## src/rtl/anode_scan_driver_if.sv

```systemverilog
// Digit shift-in handshake between an upstream source
// and the anode scan driver.
interface anode_scan_driver_if;
   logic [3:0] digit_in;
   logic       digit_valid;
   logic       digit_ready;

   modport master (
      output digit_in,
      output digit_valid,
      input  digit_ready
   );

   modport slave (
      input  digit_in,
      input  digit_valid,
      output digit_ready
   );
endinterface

```

## src/rtl/anode_scan_driver.sv

```systemverilog
// Four-digit multiplexed display scanner with blanking
// between digits and a BLANK-only digit shift-in port.
module anode_scan_driver #(
   parameter logic [15:0] REFRESH_DIV  = 16'd12500,
   parameter logic [15:0] BLANK_CYCLES = 16'd50
) (
   input  logic                clk,
   input  logic                reset,
   anode_scan_driver_if.slave  bus,
   output logic [3:0]          digit1,
   output logic [3:0]          digit2,
   output logic [3:0]          digit3,
   output logic [3:0]          digit4,
   output logic [3:0]          anode2,
   output logic [3:0]          anode
);

   typedef enum logic {
      BLANK = 1'b0,
      ON    = 1'b1
   } state_t;

   state_t      state_q, state_d;
   logic [15:0] cnt_q, cnt_d;
   logic [3:0]  an2_q, an2_d;
   logic [3:0]  an_q, an_d;
   logic [15:0] dig_q, dig_d;
   logic        last;
   logic        xfer;

   function automatic logic [3:0] rotate(input logic [3:0] s);
      logic [3:0] r;
      case (s)
         4'b0111: r = 4'b1011;
         4'b1011: r = 4'b1101;
         4'b1101: r = 4'b1110;
         4'b1110: r = 4'b0111;
         default: r = 4'b0111;
      endcase
      return r;
   endfunction

   assign bus.digit_ready = (state_q == BLANK);
   assign xfer = bus.digit_valid && (state_q == BLANK);

   // Next state, phase counter, selects and digit shift.
   always_comb begin
      state_d = state_q;
      cnt_d   = cnt_q + 16'd1;
      an2_d   = an2_q;
      dig_d   = dig_q;
      last    = 1'b0;
      if (state_q == BLANK)
         last = (cnt_q == BLANK_CYCLES - 16'd1);
      else
         last = (cnt_q == REFRESH_DIV - 16'd1);
      if (last) begin
         cnt_d = 16'd0;
         if (state_q == BLANK) begin
            state_d = ON;
         end else begin
            state_d = BLANK;
            an2_d   = rotate(an2_q);
         end
      end
      if (xfer)
         dig_d = {dig_q[11:0], bus.digit_in};
      // Anode is registered from the next-state view so it
      // tracks anode2 in ON without a combinational path.
      an_d = (state_d == ON) ? an2_d : 4'b1111;
   end

   // State and datapath registers with async active-low reset.
   always_ff @(posedge clk or negedge reset) begin
      if (!reset) begin
         state_q <= BLANK;
         cnt_q   <= 16'd0;
         an2_q   <= 4'b0111;
         an_q    <= 4'b1111;
         dig_q   <= 16'd0;
      end else begin
         state_q <= state_d;
         cnt_q   <= cnt_d;
         an2_q   <= an2_d;
         an_q    <= an_d;
         dig_q   <= dig_d;
      end
   end

   assign anode2 = an2_q;
   assign anode  = an_q;
   assign digit1 = dig_q[3:0];
   assign digit2 = dig_q[7:4];
   assign digit3 = dig_q[11:8];
   assign digit4 = dig_q[15:12];

endmodule

```

## src/flat_wrapper.sv

```systemverilog
// flat-port wrapper written by rule: the top's interface ports become plain ports
module anode_scan_driver_flat 
#(
   parameter logic [15:0] REFRESH_DIV  = 16'd12500,
   parameter logic [15:0] BLANK_CYCLES = 16'd50
)
  (clk, reset, digit1, digit2, digit3, digit4, anode2, anode, bus_digit_in, bus_digit_valid, bus_digit_ready);
  anode_scan_driver_if bus_i ();
  input  logic clk;
  input  logic reset;
  output logic [3:0] digit1;
  output logic [3:0] digit2;
  output logic [3:0] digit3;
  output logic [3:0] digit4;
  output logic [3:0] anode2;
  output logic [3:0] anode;
  input wire logic [$bits(bus_i.digit_in)-1:0] bus_digit_in;
  input wire logic [$bits(bus_i.digit_valid)-1:0] bus_digit_valid;
  output wire logic [$bits(bus_i.digit_ready)-1:0] bus_digit_ready;
  assign bus_i.digit_in = bus_digit_in;
  assign bus_i.digit_valid = bus_digit_valid;
  assign bus_digit_ready = bus_i.digit_ready;
  anode_scan_driver #(.REFRESH_DIV(REFRESH_DIV), .BLANK_CYCLES(BLANK_CYCLES)) u_core (.clk(clk), .reset(reset), .bus(bus_i), .digit1(digit1), .digit2(digit2), .digit3(digit3), .digit4(digit4), .anode2(anode2), .anode(anode));
endmodule
```

## config.mk

```make
export PLATFORM = sky130hd
export DESIGN_NAME = anode_scan_driver_flat
export DESIGN_NICKNAME = d
export VERILOG_FILES = /design/src/rtl/anode_scan_driver_if.sv /design/src/rtl/anode_scan_driver.sv /design/src/flat_wrapper.sv
export SDC_FILE = /design/constraint.sdc
export NUM_CORES = 1
export LEC_CHECK = 0
export BUFFER_PORTS_ARGS = -buffer_cell sky130_fd_sc_hd__buf_4
export CORE_ASPECT_RATIO = 0.75
export CORE_MARGIN = 5
export CORE_UTILIZATION = 54
export CTS_BUF_LIST = sky130_fd_sc_hd__clkbuf_16
export DETAILED_ROUTE_END_ITERATION = 16
export PLACE_DENSITY_LB_ADDON = 0.25
export SLEW_MARGIN = 20
export SYNTH_ARGS = -nofsm -noshare
export SYNTH_HDL_FRONTEND = slang
export SYNTH_SLANG_ARGS = --single-unit
export TNS_END_PERCENT = 20
```

## constraint.sdc

```tcl
create_clock -name clk -period 2.36 [get_ports clk]
set_input_delay 0.472 -clock clk [delete_from_list [all_inputs] [get_ports clk]]
set_output_delay 0.472 -clock clk [all_outputs]
set_load 0.1 [all_outputs]
```

== Yosys cells after proc, flatten, opt, wreduce, memory -nomap -nowiden ==
Cells that the tools add are included.

* Register bits after elaboration: 41
* Output and inout port bits: 25
* Logic and storage cells: 21
* Input bits: 7

* Equality and inequality tests: 5
* Mux-type cells: 8
* Reduce and logical (&&, ||, !) cells: 1
* Add/sub/neg operators: 1
* Bitwise logic cells: 1

{| class="wikitable"
|+ Operators with widths
! operator !! number
|-
| 16-bit by 1-bit adder with 16-bit output (second input constant) || 1
|-
| 16-bit by 14-bit equality test with 1-bit output (second input constant) || 1
|-
| 16-bit by 6-bit equality test with 1-bit output (second input constant) || 1
|-
| 16-bit 2-to-1 mux || 1
|-
| 4-bit 2-to-1 mux || 3
|-
| 4-bit case mux with 3 select lines || 1
|-
| 4-bit equality test (second input constant) || 2
|-
| 4-bit by 3-bit equality test with 1-bit output (second input constant) || 1
|-
| 1-bit 2-to-1 mux || 3
|-
| 1-bit logical AND || 1
|-
| 1-bit inverter || 1
|}

== Logic depth before layout (Yosys ltp) ==
* Depth after elaboration: 5
* Gate-level depth with buffers: 5
* Depth with buffers taken out: 5

== Worst setup path after synthesis ==
OpenSTA, ideal clock, no wires.

* Kind: register to register
* From: reg u_core.cnt_q[7]
* To: reg u_core.cnt_q[12]
* Slack: 0.578 ns
* Buffers on the path: 0
* Clock period less this slack: 1.782 ns
* Library setup time: 0.125 ns
* Data arrival time: 1.657 ns
* Required time: 2.235 ns
* Stages on the path, launching flop included: 5
* Cell sequence: dfrtp_1 -> or4b_1 -> or4_4 -> a21oi_4 -> nor2_1

* Cells in the longest elaborated chain, start to end: 3
* Elaborated cells between the ends (all ways): 5
* Classes of those cells: add/sub (1); eq/ne (2); mux (2)

{| class="wikitable"
|+ Ends and longest elaborated chain
! what !! line !! text
|-
| from (decl) || anode_scan_driver.sv:24 || <nowiki>logic [15:0] cnt_q, cnt_d;</nowiki>
|-
| from (signal assigned) || anode_scan_driver.sv:83 || <nowiki>cnt_q <= cnt_d;</nowiki>
|-
| branches (longest 2 deep; another with 16-bit by 1-bit adder with 16-bit output) || -- ||
|-
| 16-bit 2-to-1 mux (*) || anode_scan_driver.sv:57 || <nowiki>if (last) begin</nowiki>
|-
| net u_core.cnt_d[12] || anode_scan_driver.sv:24 ||
|}

Mark *: on every way through the listed nets, which the timed path passes.
A chain may end at the register's enable or synchronous reset.

== Final worst setup path ==
* From: reg u_core.cnt_q[7]
* To: reg u_core.cnt_q[6]

* Cells in the longest elaborated chain, start to end: 3
* Elaborated cells between the ends (all ways): 4
* Classes of those cells: eq/ne (2); mux (2)

{| class="wikitable"
|+ Ends and longest elaborated chain
! what !! line !! text
|-
| 16-bit by 6-bit equality test with 1-bit output / 16-bit by 14-bit equality test with 1-bit output (equally long branches) || anode_scan_driver.sv:54, anode_scan_driver.sv:56 ||
|-
| 1-bit 2-to-1 mux (*) || anode_scan_driver.sv:53 || <nowiki>if (state_q == BLANK)</nowiki>
|-
| 16-bit 2-to-1 mux (*) || anode_scan_driver.sv:57 ||
|-
| net u_core.cnt_d[6] || anode_scan_driver.sv:24 ||
|}

Mark *: on every way through the listed nets, which the timed path passes. The rest lies on a longest branch.

==> run metrics <==
Psw=roughly 0.7 mW; power per cell area=~940 nW/um^2; largest net degree at the start of global routing=between 40 and 50; combinational power share=between 20% and 30%; Worst setup EP type=register; Setup Fix Bufs, Post-CTS=0; number of iterations in the first detailed-routing pass=4; crit path max fanout=8; Post-synth EDFFs=0; min cycle time layout=about 1900 ps; clock sinks=41; TritonCTS clock tree=done; top-count cell post-synth=dfrtp_1; H-tree levels=2; die area=4480 um^2; Clk pin slew, worst setup/hold paths=roughly 50 ps; setup TNS=0 ps; CP arrival=approximately 2100 ps; Leakage=roughly 1.0 nW; DR DRC count=0; clock network power share=a little under two fifths; flop-to-flop setup slack=about 450 ps; share of cells above drive strength 1=between 40% and 50%; Via Count=about 1200; worst reg2reg endpoint=u_core.cnt_q[6]; WL/cell=approximately 16 um; f_max=between 500 and 600 MHz; Final Hold Fails=0; WP data required=around 2500 ps; Seq cells post-synth=approximately 40; YS warnings=0; global-route wire length before repair=5940 um; Initial Utilization=57.8%; Antenna Diode Count=0; core area=between 3000 and 4000 um^2; final wirelength=approximately 3500 um; Synth area leaders=dfrtp_1, mux2_2, dfstp_2, xnor2_1, nor2_1; gr ovfl total=0; Post-CTS Resized=0; final net count=about 180; fin cells=214; boundary pin count=32; Vias per Instance=5.58; most frequent cells after synthesis=dfrtp_1, mux2_2, nor2_1, xnor2_1, dfstp_2; Seq/Total Area, Yosys=between 50% and 60%; Syn Nets=146; antenna viol nets, final=0; maximum vdd ir drop=slightly above 0.0007 V; post-synthesis async set-or-reset flop share=100%; Area growth syn-to-layout=25.4%; Worst setup SP type=register; CTS buffer count=5; post-detail-place hpwl=between 2000 and 2500 um; gr usage total=18.1%; Yosys cell types=28; RSZ-0062 raised after global routing=no; CTS Hold Bufs=0; # rows=17; PortBufs=31; Die X=about 76 um; largest area contributor in the netlist=dfrtp_1; Cell Area, Synth=1750 um^2; Final Wtd Congestion=0.907; Hold Path Class=primary input to async pin; antenna violations before repair=0; Mapped Cells=approximately 140; Inst Count DP=about 210; clock root cell=clkbuf_16; Pint=1.35 mW; number of global-route vias before repair=1185; Post-Route Skew=between 3 and 4 ps; final worst path period share=about four fifths; Avg Cell Area, Syn=between 10 and 15 um^2; DRT iter0 DRCs=between 40 and 50; die height=around 59 um; Worst-Skew Late Latency=about 280 ps; clk buf depth=2; fin. max-slew vios=0; Crit Reg-Reg Startpoint=u_core.cnt_q[7]; Seq pwr share=a little under two fifths; share of the synthesized area in the top cell type=approximately half; Slew @ Worst Pin=roughly 500 ps; Crit Path Class=register to register; max-cap violation count=0; Post-synth top flop=dfrtp_1; R2R depth=4; Sw Share=34.1%; status=finished, final reports clean; worst rel slew slack=roughly 66%; final setup violation count=0
-- power groups by stage --
stage               clock network [mW]  logic (mW)  registers [mW]
finish                           0.751       0.515           0.783
CTS                              0.766       0.519           0.784
detailed placement                   0       0.518           0.795
global route                     0.804       0.531           0.791
global placement                     0       0.514           0.792
floorplan                            0      0.0512            1.14
-- per-layer routing --
| layer | global-route usage (%) | up-vias | part of all wire [%] |
|---|---|---|---|
| li1 | - | 558 | - |
| met1 | 24.7 | 575 | 44 |
| met2 | 26.0 | 54 | 46 |
| met3 | 5.08 | 8 | 7.5 |
| met4 | 10.2 | 0 | 2.7 |
| met5 | 0 | - | 0 |
-- state kept, by name (all words and copies together) (netlist names) --
signal and count:
u_core.state_q 1, u_core.anode 4, u_core.cnt_q 16, u_core.dig_q 16, u_core.anode2 4
-- final cells by class --
class                           instances  area (um^2)
Clock buffer                            5          125
Sequential cell                        41         1030
Multi-Input combinational cell         89          681
Inverter                                6         22.5
Tap cell                               38         47.5
Clock inverter                          3         38.8
Fill cell                             207          831
Timing Repair Buffer                   32          240
-- worst max-delay path, cell delays in order (launching register included) --
cell and delay [ps]:
dfrtp_1 430, or4b_1 560, or4_4 440, a21oi_4 270
nor2_1 90
-- cells by family (layout without fill, tap and decap cells) --
| kind of cell | Yosys count | after routing | synth area share, % |
|---|---|---|---|
| XOR/XNOR | 14 | 14 | 7.02 |
| adder cells (fa/ha/maj) | 1 | 1 | 0.717 |
| AO/OA/AOI/OAI | 4 | 4 | 2.22 |
| flip-flops | 41 | 41 | 59.3 |
| AND/OR/NAND/NOR | 51 | 51 | 16.8 |
| multiplexers | 19 | 19 | 12.3 |
| buffers and inverters | 8 | 46 | 1.72 |
-- how the worst max path moves through the flow --
stage | end | slack [ps] | cells past startpoint | startpoint
after detailed placement | u_core.cnt_q[6] | 460 | 4 | u_core.cnt_q[7]
after floorplan | u_core.cnt_q[12] | 580 | 4 | u_core.cnt_q[7]
after global routing | u_core.anode2[1] | 280 | 4 | u_core.cnt_q[8]
after CTS | u_core.cnt_q[6] | 460 | 4 | u_core.cnt_q[7]
final | u_core.cnt_q[6] | 450 | 4 | u_core.cnt_q[7]
after global placement | u_core.cnt_q[2] | 510 | 4 | u_core.cnt_q[7]
-- stage by stage --
stage / utilization [%] / instance area, um^2 / power [mW] / hold slack (ps) / setup WS (ps)
final: 72.5 / 2190 / 2.05 / 162 / 452
after global routing: 72.5 / 2190 / 2.13 / 199 / 284
after CTS: 72.5 / 2190 / 2.07 / 176 / 456
after detailed placement: 67.1 / 2030 / 1.31 / 478 / 456
after global placement: 67.1 / 2030 / 1.31 / 467 / 505
after floorplan: - / 1750 / 1.19 / 176 / 578
-- cells in the final DEF (no fill, tap or decap) --
cell,instances
a21oi_4,1
nor4_1,5
dfrtp_1,34
clkinv_2,1
nand4_1,5
nand2_1,5
nor3_1,1
buf_4,32
nor4bb_1,1
o2bb2ai_1,1
or4_4,2
or2_2,3
and2_1,1
inv_1,7
or4b_1,1
nand3_1,6
nor2_1,13
clkbuf_16,5
o31a_1,1
nand2b_1,1
xor2_1,4
dfstp_2,7
nor2b_1,2
and4_1,1
mux2_2,19
nand4b_1,3
bufinv_16,1
xnor2_1,10
o21ai_0,1
and3_1,1
ha_1,1
No activity file was read; power rests on OpenSTA's default activity.
